===== src/rtl/vga_pattern_gen.sv =====
// VGA timing and test-pattern generator: pixel clock enable, H/V counters,
// and registered sync/de/RGB outputs for six selectable patterns.
module vga_pattern_gen #(
  parameter int COLOR_BITS = 6,
  parameter int CLK_DIV    = 2,
  parameter int H_ACTIVE   = 640,
  parameter int H_FP       = 16,
  parameter int H_SYNC     = 96,
  parameter int H_BP       = 48,
  parameter int V_ACTIVE   = 480,
  parameter int V_FP       = 10,
  parameter int V_SYNC     = 2,
  parameter int V_BP       = 33,
  parameter int HS_POL     = 0,
  parameter int VS_POL     = 0,
  parameter int GRAD_SHIFT = 2
) (
  input  logic                  clk,
  input  logic                  reset_n,
  input  logic [2:0]            mode,
  output logic                  hsync,
  output logic                  vsync,
  output logic                  de,
  output logic [COLOR_BITS-1:0] red,
  output logic [COLOR_BITS-1:0] green,
  output logic [COLOR_BITS-1:0] blue,
  output logic [11:0]           hcount,
  output logic [11:0]           vcount,
  output logic                  frame_start
);

  localparam int H_TOTAL = H_ACTIVE + H_FP + H_SYNC + H_BP;
  localparam int V_TOTAL = V_ACTIVE + V_FP + V_SYNC + V_BP;
  localparam int DIV_W   = (CLK_DIV > 1) ? $clog2(CLK_DIV) : 1;
  localparam int BAR_W   = H_ACTIVE / 8;
  localparam int BOX_Y0  = V_ACTIVE / 2 - 16;
  localparam logic HS_ON = (HS_POL != 0);
  localparam logic VS_ON = (VS_POL != 0);
  localparam logic [COLOR_BITS-1:0] FULL = '1;

  logic [DIV_W-1:0]      r_div;
  logic [11:0]           r_h, r_v, r_box_x;
  logic [2:0]            r_mode_q;
  logic                  r_hsync, r_vsync, r_de, r_fs;
  logic [COLOR_BITS-1:0] r_red, r_green, r_blue;
  logic [11:0]           r_hcount, r_vcount;

  logic                  w_pix_ce, w_frame_first, w_active, w_hs_act, w_vs_act;
  logic [11:0]           w_box_next, w_box_cur;
  logic [2:0]            w_mode_cur, w_bar;
  logic                  w_in_box;
  logic [COLOR_BITS-1:0] w_r, w_g, w_b;

  assign w_pix_ce      = (r_div == DIV_W'(CLK_DIV - 1));
  assign w_frame_first = (r_h == 12'd0) && (r_v == 12'd0);
  assign w_active      = (r_h < 12'(H_ACTIVE)) && (r_v < 12'(V_ACTIVE));
  assign w_hs_act      = (r_h >= 12'(H_ACTIVE + H_FP)) && (r_h < 12'(H_ACTIVE + H_FP + H_SYNC));
  assign w_vs_act      = (r_v >= 12'(V_ACTIVE + V_FP)) && (r_v < 12'(V_ACTIVE + V_FP + V_SYNC));

  // Mode and box position take effect on pixel (0,0) itself, so bypass the registers there.
  assign w_box_next = ((13'(r_box_x) + 13'd36) > 13'(H_ACTIVE)) ? 12'd0 : r_box_x + 12'd4;
  assign w_box_cur  = w_frame_first ? w_box_next : r_box_x;
  assign w_mode_cur = w_frame_first ? mode : r_mode_q;
  assign w_in_box   = (r_h >= w_box_cur) && (r_h < w_box_cur + 12'd32) &&
                      (r_v >= 12'(BOX_Y0)) && (r_v < 12'(BOX_Y0 + 32));

  always_comb begin
    w_bar = 3'd0;
    for (int k = 1; k < 8; k++) begin
      if (r_h >= 12'(k * BAR_W)) w_bar = 3'(k);
    end
  end

  always_comb begin
    w_r = '0;
    w_g = '0;
    w_b = '0;
    if (w_active) begin
      case (w_mode_cur)
        3'd0: begin
          w_r = {COLOR_BITS{~w_bar[1]}};
          w_g = {COLOR_BITS{~w_bar[2]}};
          w_b = {COLOR_BITS{~w_bar[0]}};
        end
        3'd1: begin
          if ((r_h[4:0] == 5'd0) || (r_v[4:0] == 5'd0) ||
              (r_h == 12'(H_ACTIVE - 1)) || (r_v == 12'(V_ACTIVE - 1))) begin
            w_r = FULL;
            w_g = FULL;
            w_b = FULL;
          end
        end
        3'd2: begin
          w_r = COLOR_BITS'(r_h >> GRAD_SHIFT);
          w_g = COLOR_BITS'(r_h >> GRAD_SHIFT);
          w_b = COLOR_BITS'(r_h >> GRAD_SHIFT);
        end
        3'd3: begin
          if (r_h[5] ^ r_v[5]) begin
            w_r = FULL;
            w_g = FULL;
            w_b = FULL;
          end
        end
        3'd4: begin
          w_r = FULL;
          w_g = FULL;
          w_b = FULL;
        end
        3'd5: begin
          w_b = FULL;
          if (w_in_box) begin
            w_r = FULL;
            w_g = FULL;
          end
        end
        default: begin
          w_r = '0;
          w_g = '0;
          w_b = '0;
        end
      endcase
    end
  end

  always_ff @(posedge clk or negedge reset_n) begin
    if (!reset_n) begin
      r_div <= '0;
    end else if (w_pix_ce) begin
      r_div <= '0;
    end else begin
      r_div <= r_div + DIV_W'(1);
    end
  end

  always_ff @(posedge clk or negedge reset_n) begin
    if (!reset_n) begin
      r_h      <= '0;
      r_v      <= '0;
      r_mode_q <= '0;
      r_box_x  <= '0;
    end else if (w_pix_ce) begin
      if (w_frame_first) begin
        r_mode_q <= mode;
        r_box_x  <= w_box_next;
      end
      if (r_h == 12'(H_TOTAL - 1)) begin
        r_h <= '0;
        r_v <= (r_v == 12'(V_TOTAL - 1)) ? 12'd0 : r_v + 12'd1;
      end else begin
        r_h <= r_h + 12'd1;
      end
    end
  end

  // Outputs reflect the pre-increment counters, one pixel behind.
  always_ff @(posedge clk or negedge reset_n) begin
    if (!reset_n) begin
      r_hsync  <= ~HS_ON;
      r_vsync  <= ~VS_ON;
      r_de     <= 1'b0;
      r_red    <= '0;
      r_green  <= '0;
      r_blue   <= '0;
      r_hcount <= '0;
      r_vcount <= '0;
      r_fs     <= 1'b0;
    end else begin
      r_fs <= w_pix_ce && w_frame_first;
      if (w_pix_ce) begin
        r_hsync  <= w_hs_act ? HS_ON : ~HS_ON;
        r_vsync  <= w_vs_act ? VS_ON : ~VS_ON;
        r_de     <= w_active;
        r_red    <= w_r;
        r_green  <= w_g;
        r_blue   <= w_b;
        r_hcount <= r_h;
        r_vcount <= r_v;
      end
    end
  end

  assign hsync       = r_hsync;
  assign vsync       = r_vsync;
  assign de          = r_de;
  assign red         = r_red;
  assign green       = r_green;
  assign blue        = r_blue;
  assign hcount      = r_hcount;
  assign vcount      = r_vcount;
  assign frame_start = r_fs;

endmodule


===== config.mk =====
export PLATFORM = sky130hd
export DESIGN_NAME = vga_pattern_gen
export DESIGN_NICKNAME = d
export VERILOG_FILES = /design/src/rtl/vga_pattern_gen.sv
export SDC_FILE = /design/constraint.sdc
export NUM_CORES = 1
export LEC_CHECK = 0
export ABC_AREA = 1
export CORE_MARGIN = 4
export CORE_UTILIZATION = 48
export DETAILED_ROUTE_END_ITERATION = 10
export GPL_ROUTABILITY_DRIVEN = 0
export GPL_TIMING_DRIVEN = 0
export PLACE_DENSITY = 0.79
export SLEW_MARGIN = 20
export SYNTH_ARGS = -nofsm -noshare
export SYNTH_HDL_FRONTEND = slang
export SYNTH_SLANG_ARGS = --single-unit

===== constraint.sdc =====
create_clock -name clk -period 4.6 [get_ports clk]
set_input_delay 0.69 -clock clk [delete_from_list [all_inputs] [get_ports clk]]
set_output_delay 0.69 -clock clk [all_outputs]
set_load 0.005 [all_outputs]

==> results of run 1 <==
final cells by class:
class	instances	area (µm²)	share of cell area (%)
multi-input cells	478	2620	42.8
flip-flops and latches	86	2150	35.2
repair buffers	51	526	8.59
inverters	96	360	5.89
well taps	136	170	2.78
clock buffers	11	141	2.31
plain buffers	16	83.8	1.37
clock inverters	5	58.8	0.962
worst min-delay path by stage:
stage | endpoint | depth (start not counted)
floorplan | blue[0]$_DFFE_PN0P_ | 0
global placement | hcount[8]$_DFFE_PN0P_ | 2
detailed placement | vcount[11]$_DFFE_PN0P_ | 2
CTS | r_v[9]$_DFFE_PN0P_ | 1
global route | blue[3]$_DFFE_PN0P_ | 1
finish | blue[3]$_DFFE_PN0P_ | 1
state kept, by name, summed over array words and instances (netlist names), 3 cells and up:
| name | cells |
|---|---|
| r_h | 12 |
| blue | 6 |
| r_v | 12 |
| vcount | 12 |
| red | 6 |
| r_box_x | 12 |
| green | 6 |
| hcount | 12 |
| r_mode_q | 3 |
cells by family (layout without fill, tap and decap cells):
| family | after synthesis | in the layout | share of synthesized area (%) |
|---|---|---|---|
| simple gates | 347 | 347 | 32.4 |
| flops | 86 | 86 | 41.3 |
| xor+xnor | 12 | 12 | 2.16 |
| buf+inv | 112 | 179 | 8.51 |
| fa+ha+maj | 22 | 22 | 5.27 |
| compound gates | 97 | 97 | 10.3 |
layout by cell type, fill, tap and decap left out, types with 5 or more instances in the layout:
master	instances
a21oi_1	22
clkbuf_1	11
clkbuf_8	10
clkdlybuf4s50_1	49
dfrtp_1	84
ha_1	22
inv_1	79
inv_2	16
nand2_1	190
nand2_2	6
nand3_1	25
nand3_2	10
nand4_1	23
nor2_1	40
nor2_2	10
nor2_4	6
nor3_1	17
o21ai_0	48
o21ai_1	7
o22ai_1	5
xor2_1	11
per-layer routing:
metal / vias up / wire, µm / global-route usage, %
met1: 2243 / 5610 / 27.8
met4: 0 / 523 / 10.0
li1: 2323 / - / -
met5: - / 0 / 0
met3: 57 / 711 / 4.31
met2: 184 / 6560 / 36.9
through the flow:
step | util (%) | setup WS (ps)
floorplan | - | 1370
global placement | 56.3 | -97.5
detailed placement | 56.5 | 692
CTS | 58.4 | 642
global route | 58.4 | 281
finish | 58.4 | 636
power by group:
part / switching (mW) / internal, mW / leakage [nW]
clock: 0.275 / 0.266 / 0.0955
sequential: 0.00888 / 0.771 / 1.12
combinational: 0.0483 / 0.0412 / 1.77
==> run summary, run 1 <==
status: finished clean
Hold WC Path Type: primary input to async pin
chip width: 112 µm
Pre-antenna DRT Iters: 6
# clock sinks: 86
CP startpoint kind: register
cell area after layout: 6110 µm²
CTS tree: done
async set or reset register ratio after synthesis: 100%
CP arrival: 4260 ps
register area share after synthesis: 41.3%
I/O Buffers: 50
first-pass GRT wire length: 22,900 µm
WP data required: 4900 ps
fmax: 252 MHz
clock transition at the registers of the reported paths: 80 ps
die height: 112 µm
Vias: 4,807
Mapped Nets: 703
# IOs: 51
Hold WS: 301 ps
number of global-route vias before repair: 4,818
routed vias/inst: 5.47
r2r worst-path depth: 25
Hold Buf Count CTS: 0
Synth cell types: 47
placed inst area: 5910 µm²
H-tree Lvls: 3
ant diodes: 0
share of layout cells above drive strength 1: 12.2%
Core Rows: 37
Worst setup startpoint: r_v[1]$_DFFE_PN0P_
R2R Path Start: r_v[1]$_DFFE_PN0P_
EDFF count, synth: 0
unrepaired setup endpoints after global routing: no
Worst Skew: 8.71 ps
nets@finish: 765
final-report hold violation count: 0
DR WL/cell: 15.3 µm
clock latency on the worst-skew pair: 360 ps
Fillers: 966
GR Overflow Total: 0
cts bufs inserted: 9
dpl hpwl: 10,100 µm
DRT iter0 DRCs: 490
core area: 10,500 µm²
synthesized netlist cell count: 676
Yosys warnings: 0
initial antenna violation count: 0
maximum clock path buffer count: 2
CP Depth: 25
Slew HR: 57.7%
DRC Markers: 0
top-count cell post-synth: nand2_1
die area: 12,600 µm²
worst-margin pin slew: 634 ps
Pleak: 2.99 nW
placed instance count: 863
Max rail drop VDD: 0.169 mV
clock root buffer: clkbuf_8
largest area contributor in the netlist: dfrtp_1
Final TNS setup: 0 ps
power density over the cells: 231 nW/µm²
Synth Area per Inst: 7.72 µm²
final period utilization: 86.2%
max_cap viols: 0
critical path class: register to register
CP Capture Point: red[4]$_DFFE_PN0P_
FF-to-FF End: red[4]$_DFFE_PN0P_
number of setup buffers added after CTS: 0
Synth top cells by count: 190 x nand2_1, 84 x dfrtp_1, 79 x inv_1
crit path max fanout: 10
area grow syn2layout: 17.2%
final cell count without fillers: 879
Synth top area share: 40.3%
gr usage total: 22.1%
slowest CP cell: dfrtp_1
final setup fails: 0
Seq cells post-synth: 86
Slew Limit Fails: 0
CTS resizes: 0
crit end category: register
Detailed Route WL: 13,400 µm
r2r setup slk: 640 ps
mapped cell area: 5220 µm²
Post-synth top flop: dfrtp_1
largest cells by area after synthesis: dfrtp_1 40%, nand2_1 14%, inv_1 5.7%
Tmin final: 3960 ps
Max stage delay on crit path: 420 ps
Pwr Total: 1.41 mW
largest net degree at the start of global routing: 47
Starting Density: 49.9%
Buf+Inv Stages, Crit Path: 4
family with the most delay on the worst path: simple AND/OR/NAND/NOR gates
Final ANT Viol Nets: 0
No activity file was read; power rests on OpenSTA's default activity.
==> run 2, diff against run 1 <==
--- a/config.mk
+++ b/config.mk
@@ -8,6 +8,7 @@
 export ABC_AREA = 1
 export CORE_MARGIN = 4
 export CORE_UTILIZATION = 48
+export CTS_CLUSTER_SIZE = 20
 export DETAILED_ROUTE_END_ITERATION = 10
 export GPL_ROUTABILITY_DRIVEN = 0
 export GPL_TIMING_DRIVEN = 0
==> results of run 2 <==
No change in the layout: final DEF, timing and power equal those of run 1.
==> run 3, diff against run 2 <==
--- a/config.mk
+++ b/config.mk
@@ -5,7 +5,8 @@
 export SDC_FILE = /design/constraint.sdc
 export NUM_CORES = 1
 export LEC_CHECK = 0
-export ABC_AREA = 1
+export ABC_AREA = 0
+export CORE_ASPECT_RATIO = 0.7
 export CORE_MARGIN = 4
 export CORE_UTILIZATION = 48
 export CTS_CLUSTER_SIZE = 20
==> run summary, run 3 <==
status: finished clean
DRC Markers: 0
DRT iter0 DRCs: 734
cts bufs inserted: 9
WP data required: 4810 ps
r2r setup slk: 180 ps
final period utilization: 96.1%
mux cell area share after synthesis: 6.82%
Yosys warnings: 0
final setup fails: 0
Clk pwr share: 46.5%
Fillers: 848
clock latency on the worst-skew pair: 350 ps
compound-cell area share of the yosys netlist: 18.5%
Worst Skew: 7.19 ps
Pleak: 2.62 nW
Tmin final: 4420 ps
dpl hpwl: 10,500 µm
setup ws final: 181 ps
placed instance count: 741
crit end category: register
GR Overflow Total: 0
power density over the cells: 260 nW/µm²
Max rail drop VDD: 0.191 mV
CP startpoint kind: register
synthesized netlist cell count: 558
Hold WC Path Type: primary input to async pin
register area: 2160 µm²
routed vias/inst: 6.42
Synth cell types: 67
final cell count without fillers: 755
register area share after synthesis: 41.5%
Synth Area per Inst: 9.31 µm²
Post-synth top flop: dfrtp_1
Final ANT Viol Nets: 0
area grow syn2layout: 21.8%
Vias: 4,848
Mapped Nets: 585
core area: 10,400 µm²
Pre-antenna DRT Iters: 6
mapped cell area: 5190 µm²
initial antenna violation count: 0
# IOs: 51
most frequent cells in the layout: 83 x dfrtp_1, 49 x clkdlybuf4s50_1, 44 x nor2_1
chip width: 132 µm
maximum clock path buffer count: 2
P_int: 1.27 mW
first-pass GRT wire length: 24,200 µm
worst-margin pin slew: 685 ps
DR WL/cell: 19.5 µm
Sw Ratio: 22.8%
xor/xnor share of the synthesized area: 3.54%
H-tree Lvls: 3
gr usage total: 24.0%
Reg power frac: 47.7%
most common cell after layout, fill and taps aside: dfrtp_1
die height: 95.0 µm
Synth top cells by count: 84 x dfrtp_1, 46 x nor2_1, 45 x a21oi_1
clock root buffer: clkbuf_16
simple-gate share of the synthesized area: 19.9%
Adder-Cell Fraction of Synth Area: 5.30%
nets@finish: 645
Slew Limit Fails: 0
max_cap viols: 0
async set or reset register ratio after synthesis: 100%
Slew HR: 54.0%
critical path class: register to register
die area: 12,600 µm²
Synth top area share: 40.5%
post-place setup slack: -348 ps
top-count cell post-synth: dfrtp_1
largest family of logic cells by synthesized area: simple AND/OR/NAND/NOR gates
Detailed Route WL: 14,700 µm
largest area contributor in the netlist: dfrtp_1
# clock sinks: 86
placed inst area: 5880 µm²
largest net degree at the start of global routing: 50
I/O Buffers: 50
crit path max fanout: 19
Seq cells post-synth: 86
CP arrival: 4630 ps
EDFF count, synth: 0
Psw: 374 µW
share of layout cells above drive strength 1: 14.4%
number of global-route vias before repair: 4,651
CTS tree: done
ant diodes: 0
final-report hold violation count: 0
largest cells by area after synthesis: dfrtp_1 40%, mux2_2 5.9%, ha_1 5.3%
clock transition at the registers of the reported paths: 70 ps
Core Rows: 31
footprint of the multi-input gates: 2920 µm²
Comb pwr share: 5.7%
cell area after layout: 6330 µm²
fmax: 226 MHz
Starting Density: 49.8%
[run 3: power groups by stage]
stage	clock network [mW]	logic [mW]	registers, mW
after floorplan	0	0.0286	0.797
after global placement	0	0.0864	0.798
after detailed placement	0	0.0915	0.798
after CTS	0.773	0.0951	0.785
after global routing	0.808	0.104	0.786
final	0.766	0.0944	0.785
[run 3: worst paths after layout]
path / startpoint / depth (start not counted) / end
setup / recovery: r_h[0]$_DFFE_PN0P_ / 18 / green[4]$_DFFE_PN0P_
hold / removal: reset_n / 1 / r_h[0]$_DFFE_PN0P_
setup reg to reg: r_h[0]$_DFFE_PN0P_ / 18 / green[4]$_DFFE_PN0P_
hold reg to reg: blue[4]$_DFFE_PN0P_ / 1 / blue[4]$_DFFE_PN0P_
max in group asynchronous: reset_n / 2 / hsync$_DFFE_PN1P_
min in group clk: blue[4]$_DFFE_PN0P_ / 1 / blue[4]$_DFFE_PN0P_
[run 3: cell type report]
type / instances / share of cell area, %
clock inverters: 4 / 0.850
clock buffers: 12 / 4.05
well taps: 132 / 2.61
repair buffers: 54 / 8.66
multi-input cells: 417 / 46.2
flip-flops and latches: 86 / 34.1
plain buffers: 32 / 2.45
inverters: 18 / 1.07
[run 3: what timing repair did]
item,CTS,global route
resized for setup,9,24
pin swaps,0,5
setup endpoints to repair,12,12
hold buffers,0,0
buffers inserted,2,1
[run 3: critical path: stages, from the launching register on]
cell,delay (ps)
dfrtp_1,440
inv_2,110
ha_1,150
or3b_4,430
or3_4,430
nor2_4,120
buf_8,180
a31oi_1,100
o22a_2,290
nor4_2,190
mux2_2,380
ha_1,300
o2111ai_1,140
a211o_1,310
a31oi_4,210
o31ai_1,120
a21oi_2,120
buf_4,170
o21ai_1,80
[run 3: stage by stage]
stage	utilization (%)	hold slack, ps	TNS [ps]	total power, mW
4_1_cts	59.8	329	0	1.65
2_1_floorplan	-	394	0	0.826
3_5_place_dp	56.4	473	-3960	0.889
3_3_place_gp	56.2	479	-15570	0.885
5_1_grt	60.6	359	-25.1	1.70
6_report	60.6	316	0	1.65
[run 3: metal layers]
layer  vias up  wire, µm  track usage [%]  part of all wire [%]
met2       293      6070             34.8                    41
met3        52      1470             5.70                    10
met1      2333      6770             35.4                    46
li1       2170         -                -                     -
met4         0       387             7.87                   2.6
met5         -         0                0                     0
[run 3: cell families after synthesis]
kind of cell / after synthesis
compound gates: 150
simple gates: 192
mux: 32
buf+inv: 55
flops: 86
xor+xnor: 21
fa+ha+maj: 22
